## src/rtl/ram_req_ctrl.sv

```systemverilog
// ram_req_ctrl
//   Request front-end for a single-port flip-flop RAM. Turns a valid/ready
//   request stream (reads, byte-masked writes) into RAM port accesses and
//   returns read data through a small response FIFO. A read is admitted only
//   when a FIFO slot is guaranteed for it, so responses are never dropped
//   under backpressure.
//
// Ports
//   clk, reset                 clock, synchronous active-high reset
//   req_valid/req_ready        request handshake (accept = valid && ready)
//   req_we, req_be             1 = write / byte enables (writes only)
//   req_addr, req_wdata        word address, write data
//   resp_valid/resp_ready      response handshake
//   resp_rdata                 response data (register driven)
//   ram_en, ram_rw_            RAM byte enables, 1 = read / 0 = write
//   ram_addr, ram_wdata        RAM address and write data
//   ram_rdata                  RAM read data (latency set by OUTREG)
module ram_req_ctrl #(
  parameter int DATA       = 32,
  parameter int BYTE       = DATA,
  parameter int DEPTH      = 4,
  parameter int OUTREG     = 0,
  parameter int RESP_DEPTH = 2,
  parameter int BYTESEL    = DATA / BYTE,
  parameter int ADDR       = $clog2(DEPTH)
) (
  input  logic               clk,
  input  logic               reset,
  input  logic               req_valid,
  output logic               req_ready,
  input  logic               req_we,
  input  logic [BYTESEL-1:0] req_be,
  input  logic [ADDR-1:0]    req_addr,
  input  logic [DATA-1:0]    req_wdata,
  output logic               resp_valid,
  input  logic               resp_ready,
  output logic [DATA-1:0]    resp_rdata,
  output logic [BYTESEL-1:0] ram_en,
  output logic               ram_rw_,
  output logic [ADDR-1:0]    ram_addr,
  output logic [DATA-1:0]    ram_wdata,
  input  logic [DATA-1:0]    ram_rdata
);

  // Pointer is at least one bit wide; storage is sized to the full pointer
  // range so every pointer value indexes a real slot, even for RESP_DEPTH=1.
  localparam int PW    = (RESP_DEPTH > 1) ? $clog2(RESP_DEPTH) : 1;
  localparam int SLOTS = 1 << PW;
  localparam int CW    = $clog2(RESP_DEPTH + 1);
  localparam logic [PW-1:0] PTR_LAST = PW'(RESP_DEPTH - 1);
  localparam logic [CW:0]   CREDITS  = (CW + 1)'(RESP_DEPTH);

  logic            accept;
  logic            rd_accept;
  logic            push;
  logic            pop;
  logic [CW:0]     used;

  logic            inflight_q, inflight_d;
  logic [PW-1:0]   wptr_q, wptr_d;
  logic [PW-1:0]   rptr_q, rptr_d;
  logic [CW-1:0]   count_q, count_d;
  logic [DATA-1:0] fifo_q [SLOTS];
  logic [DATA-1:0] fifo_d [SLOTS];

  // Credits cover both queued entries and a read whose data is still in the
  // RAM output register, so a slot always exists when that data lands.
  assign used       = {1'b0, count_q} + {{CW{1'b0}}, inflight_q};
  assign req_ready  = !reset && (used < CREDITS);
  assign accept     = req_valid && req_ready;
  assign rd_accept  = accept && !req_we;
  assign push       = (OUTREG != 0) ? inflight_q : rd_accept;
  assign pop        = resp_valid && resp_ready;
  assign resp_valid = (count_q != '0);
  assign resp_rdata = fifo_q[rptr_q];

  always_comb begin
    ram_en    = '0;
    ram_rw_   = 1'b1;
    ram_addr  = '0;
    ram_wdata = '0;
    if (accept) begin
      ram_addr = req_addr;
      if (req_we) begin
        ram_en    = req_be;
        ram_rw_   = 1'b0;
        ram_wdata = req_wdata;
      end else begin
        ram_en = '1;
      end
    end
  end

  always_comb begin
    inflight_d = (OUTREG != 0) && rd_accept;
    wptr_d     = wptr_q;
    rptr_d     = rptr_q;
    count_d    = count_q;
    fifo_d     = fifo_q;
    if (push) begin
      fifo_d[wptr_q] = ram_rdata;
      wptr_d         = (wptr_q == PTR_LAST) ? '0 : wptr_q + 1'b1;
    end
    if (pop) begin
      rptr_d = (rptr_q == PTR_LAST) ? '0 : rptr_q + 1'b1;
    end
    if (push && !pop) begin
      count_d = count_q + 1'b1;
    end else if (!push && pop) begin
      count_d = count_q - 1'b1;
    end
  end

  always_ff @(posedge clk) begin
    if (reset) begin
      inflight_q <= 1'b0;
      wptr_q     <= '0;
      rptr_q     <= '0;
      count_q    <= '0;
      for (int i = 0; i < SLOTS; i++) begin
        fifo_q[i] <= '0;
      end
    end else begin
      inflight_q <= inflight_d;
      wptr_q     <= wptr_d;
      rptr_q     <= rptr_d;
      count_q    <= count_d;
      for (int i = 0; i < SLOTS; i++) begin
        fifo_q[i] <= fifo_d[i];
      end
    end
  end

endmodule

```

## config.mk

```make
export PLATFORM = sky130hd
export DESIGN_NAME = ram_req_ctrl
export DESIGN_NICKNAME = d
export VERILOG_FILES = /design/src/rtl/ram_req_ctrl.sv
export SDC_FILE = /design/constraint.sdc
export NUM_CORES = 1
export LEC_CHECK = 0
export CAP_MARGIN = 20
export CORE_MARGIN = 4
export CORE_UTILIZATION = 32
export DETAILED_ROUTE_END_ITERATION = 8
export GPL_TIMING_DRIVEN = 0
export PLACE_DENSITY = 0.76
export SYNTH_ARGS = -nofsm -noshare
export SYNTH_HDL_FRONTEND = slang
export SYNTH_SLANG_ARGS = --single-unit
```

## constraint.sdc

```tcl
create_clock -name clk -period 2.3 [get_ports clk]
set_input_delay 0.46 -clock clk [delete_from_list [all_inputs] [get_ports clk]]
set_output_delay 0.46 -clock clk [all_outputs]
set_load 0.005 [all_outputs]
```

Word level (Yosys, flattened, before mapping)

Cells that the tools add are included.

Add/subtract/negate cells: 4
Order comparisons: 4
Mux-type cells: 17
Bitwise logic cells: 2
Reductions and logical operators: 13

Operator list:

| operator                                                    | count |
|---|---|
| two-way mux 32 bit                                          | 6 |
| bitwise mux 64 bit                                          | 1 |
| demux 32 bit (select 1 bit)                                 | 1 |
| logical AND 1 bit                                           | 7 |
| two-way mux 1 bit                                           | 6 |
| two-way mux 2 bit                                           | 3 |
| >= comparator 2 bit (second input constant)                 | 2 |
| logical NOT 1 bit                                           | 4 |
| NOT 1 -> 2 bit                                              | 2 |
| nonzero test 2 bit                                          | 2 |
| adder 1 bit (second input constant)                         | 2 |
| adder 2 x 1 -> 2 bit (second input constant)                | 1 |
| less-than comparator 2 x 1 -> 1 bit (second input constant) | 1 |
| less-than comparator 2 bit (second input constant)          | 1 |
| subtractor 2 x 1 -> 2 bit (second input constant)           | 1 |

Register bits: 68
Bits of input ports: 72
Output and inout bits: 70

Depth between registers and ports, before layout

Word-level depth: 8
Mapped depth: 8
Mapped depth without buffers: 6

Least setup slack after synthesis

Ideal clock, no wire load.

Path type: input to register
Start: input reset
End: register count_q[1]
Library setup time: 0.070 ns
Data arrival time: 2.065 ns
Required time: 2.230 ns
Setup slack: 0.164 ns
Stages: 7
Path buffers: 2
Path through: buf_2 or4b_4 inv_2 buf_2 ha_1 or3_1 a21oi_1

Longest elaborated chain between the ends: 7
Elaborated cells between the ends (all ways): 9
Classes of those cells: mux: 1; reduce/logical: 8

RTL lines:

| item                         | RTL line | RTL |
|---|---|---|
| start: declaration           | 28       | `input logic reset,` |
| logical NOT 1 bit (*)        | 69       | `assign req_ready = !reset && (used < CREDITS);` |
| logical AND 1 bit (*)        | 69       |  |
| logical AND 1 bit (*)        | 70       | `assign accept = req_valid && req_ready;` |
| logical AND 1 bit (*)        | 71       | `assign rd_accept = accept && !req_we;` |
| net push                     | 55       | `logic push;` |
| logical NOT 1 bit            | 109      | `end else if (!push && pop) begin` |
| logical AND 1 bit            | 109      |  |
| nonzero test 2 bit (no line) | --       |  |
| end signal: assignment       | 127      | `count_q <= count_d;` |
| end: declaration             | 62       | `logic [CW-1:0] count_q, count_d;` |

The timed path passes the listed nets; every way through them passes the cells marked *.
A chain may end at the register's enable or synchronous reset.

Final worst setup path

Start: register count_q[1]
End: output ram_wdata[24]

Longest elaborated chain between the ends: 4

RTL lines:

| item                       | RTL line | RTL |
|---|---|---|
| less-than comparator 2 bit | 69       |  |
| logical AND 1 bit          | 69       |  |
| logical AND 1 bit          | 70       |  |
| two-way mux 32 bit         | 82       | `if (accept) begin` |
| end: declaration           | 41       | `output logic [DATA-1:0] ram_wdata,` |

No other way between the ends.

==> PnR_summary.wiki <==
{| class="wikitable"
! Metric !! Value
|-
| Clock-pin transition on the worst setup and hold timing paths || 0.07 ns
|-
| Maximum cell stage delay along the critical path || 0.50 ns
|-
| Cell row count || 36
|-
| Distinct cell type count of the synthesized netlist || 25
|-
| Class of the tightest hold or removal check || reg2reg
|-
| Critical path's slowest cell || clkdlybuf4s50_1
|-
| Max Clock Freq || 437.2 MHz
|-
| Clock sinks || 68
|-
| First-iteration detailed-routing DRC count || 232
|-
| Vias in the first global route || 3716
|-
| Synthesized area per cell || 8.352 sq um
|-
| Total negative slack for setup checks || 0 ns
|-
| Die span in x || 109.0 microns
|-
| Total wire length || 11.49 mm
|-
| Fraction of post-synthesis cell area in the top cell type by area || 41.69%
|-
| Category of the worst setup path capture point || primary output
|-
| Top area cells in the synthesized netlist || dfxtp_1 (42%), mux2_2 (11%), a21oi_1 (10%), nand3_1 (9.8%), o21ai_0 (7.5%)
|-
| Signed area change from the synthesized netlist to the final layout || 58.85%
|-
| Max-slew violation count || 0
|-
| Final hold violation count || 0
|-
| Die Area || 11890 sq um
|-
| Clock buffer count from CTS || 9
|-
| Period Utilization, post-route || 99.46%
|-
| Worst slew pin tran || 0.5779 ns
|-
| Post-layout minimum cycle time || 2.288 ns
|-
| Antenna-violating nets left || 0
|-
| # diodes || 0
|-
| Routability Congestion || 0.8316
|-
| Via count || 3546
|-
| 1st-pass router iterations || 4
|-
| R2r startpoint || count_q[1]$_SDFFE_PP0P_
|-
| Leading cell type in the layout, fill and taps excluded || clkdlybuf4s50_1
|-
| Area of the mapped netlist || 3266 sq um
|-
| Power Density || 672.0 nW/um^2
|-
| Count of mapped cells out of synthesis || 391
|-
| Net Count, Synth || 464
|-
| Crit path from || count_q[1]$_SDFFE_PP0P_
|-
| Clock Path Buffers || 2
|-
| Initial core utilization || 33.11%
|-
| Commonest cells after routing, fill and taps aside || clkdlybuf4s50_1 (115), a21oi_1 (66), dfxtp_1 (66), nand3_1 (64), o21ai_0 (49)
|-
| Clock latency at the later pin of the worst-skew pair || 0.35 ns
|-
| Remaining Overflow, GRT || 0
|-
| Placed wire-length estimate || 8.648 mm
|-
| Layout net count || 616
|-
| Final routed wire length divided by cell count || 16.87 microns
|-
| Leakage power figure || 2.163 nW
|-
| Worst Hold Slack || 0.4797 ns
|-
| Pin count of the biggest net entering global routing || 12
|-
| Number of synthesized register bits || 68
|-
| VDD IR max || 0.0003494 V
|-
| Final Skew || 0.01088 ns
|-
| Number of setup violations in the final report || 0
|-
| Fraction of layout cells with a size suffix above 1 || 14.60%
|-
| Share of synthesized area occupied by flip-flops and latches || 41.69%
|-
| Clk Tree Root Cell || clkbuf_8
|-
| Data required time at the worst endpoint || 1.84 ns
|-
| Count of warnings emitted by yosys || 0
|-
| RSZ-0062 raised after global routing || yes
|-
| CTS hold repair buffers || 0
|-
| Top-level I/O count || 142
|-
| Signal arrival time at the worst endpoint || 1.83 ns
|-
| Kind of start point of the critical path || flip-flop
|-
| Yosys top cell by area || dfxtp_1
|-
| H-tree depth || 3
|-
| Overall track demand over capacity in global routing || 19.48%
|-
| Final worst-path setup slack || 0.01249 ns
|-
| Cell breakdown of the critical path || nor2_4 > and3_4 > clkbuf_8 > and2_1 > clkdlybuf4s50_1
|-
| TritonCTS clock tree || built
|-
| Outcome || complete, no violations
|-
| # port buffers || 140
|-
| Total core area || 9864 sq um
|-
| Worst setup path category || reg2out
|-
| Top fanout value on the critical path || 10
|-
| Max transition margin || 61.47%
|-
| Fillers || 878
|-
| Die outline height || 109.0 microns
|-
| Setup slack at placement || -0.6690 ns
|-
| Wire length of the first global-routing pass || 17.96 mm
|-
| Detail-routed via count per cell || 5.207
|-
| Max capacitance violation total || 0
|-
| Source of the worst hold timing path || fifo_q[40]$_SDFFE_PP0P_
|-
| Number of antenna violations at the first check in global routing || 0
|-
| DRC || 0
|}
repair_timing:
item / in CTS / in global routing
buffers inserted: 2 / 0
endpoints found under the setup margin: 63 / 34
gates resized for setup: 31 / 20
pin swaps: 1 / 0
final timing paths:
check                       endpoint  slack [ns]  cells past startpoint
max reg2reg  count_q[1]$_SDFFE_PP0P_        0.19                      6
min          fifo_q[40]$_SDFFE_PP0P_        0.48                      2
max                    ram_wdata[24]        0.01                      5
min reg2reg  fifo_q[40]$_SDFFE_PP0P_        0.48                      2
cells by family after synthesis:
family | synth area share [%]
buf+inv | 7.471
xor+xnor | 1.073
mux | 11.03
simple gates | 18.12
fa+ha+maj | 0.3831
compound gates | 20.23
flops | 41.69
per-stage QoR:
step	util (%)	std cells	instance area (sq um)	total power [W]
6_report	52.59	681	5187	0.003486
3_5_place_dp	49.00	664	4833	0.002328
5_1_grt	52.59	681	5187	0.003633
4_1_cts	52.09	681	5139	0.003510
3_3_place_gp	49.00	664	4833	0.002307
2_1_floorplan	-	391	3266	0.001837
cell type report:
type	count	area, sq um	area share, %
well taps	133	166.4	3.208
flip-flops and latches	68	1366	26.34
clock inverters	3	68.82	1.327
inverters	4	15.01	0.2894
plain buffers	41	285.3	5.499
clock buffers	13	158.9	3.063
multi-input cells	277	1673	32.25
repair buffers	142	1454	28.03
state kept, by name, summed over array words and instances (netlist names):
signal and flops:
count_q 2, rptr_q 1, wptr_q 1, fifo_q 64
where the power goes:
group / internal [W] / total (W) / switching, W
sequential: 0.00125 / 0.00131 / 0.0000635
combinational: 0.000546 / 0.00104 / 0.000493
clock: 0.000673 / 0.00113 / 0.000459
total: 0.00247 / 0.00349 / 0.00102
cell usage after synthesis:
cell type	n
o21ai_0	49
buf_8	1
buf_6	6
clkbuf_2	1
and3_1	3
inv_1	2
nand3_1	64
or2_2	1
or3_1	1
nor3b_1	1
clkinv_1	1
a21oi_1	66
o21ai_1	17
nor2_1	4
and2_1	32
xor2_1	3
ha_1	1
buf_2	11
nand2_1	1
inv_2	1
dfxtp_1	68
clkbuf_1	23
or4b_4	1
mux2_2	32
xnor2_1	1
worst max-delay path: cells and delay by family, from the launching register on:
kind	cells	cell delay (ns)
buf+inv	2	0.65
simple gates	3	0.46
flops	1	0.36
per-layer routing:
| metal | share of wire, % | track usage (%) |
|---|---|---|
| met5 | 0 | 0 |
| met4 | 2.1 | 7.033 |
| met3 | 8.4 | 6.394 |
| met2 | 51 | 34.56 |
| met1 | 39 | 21.61 |
Note: power is estimated with default switching activity, not from simulation.
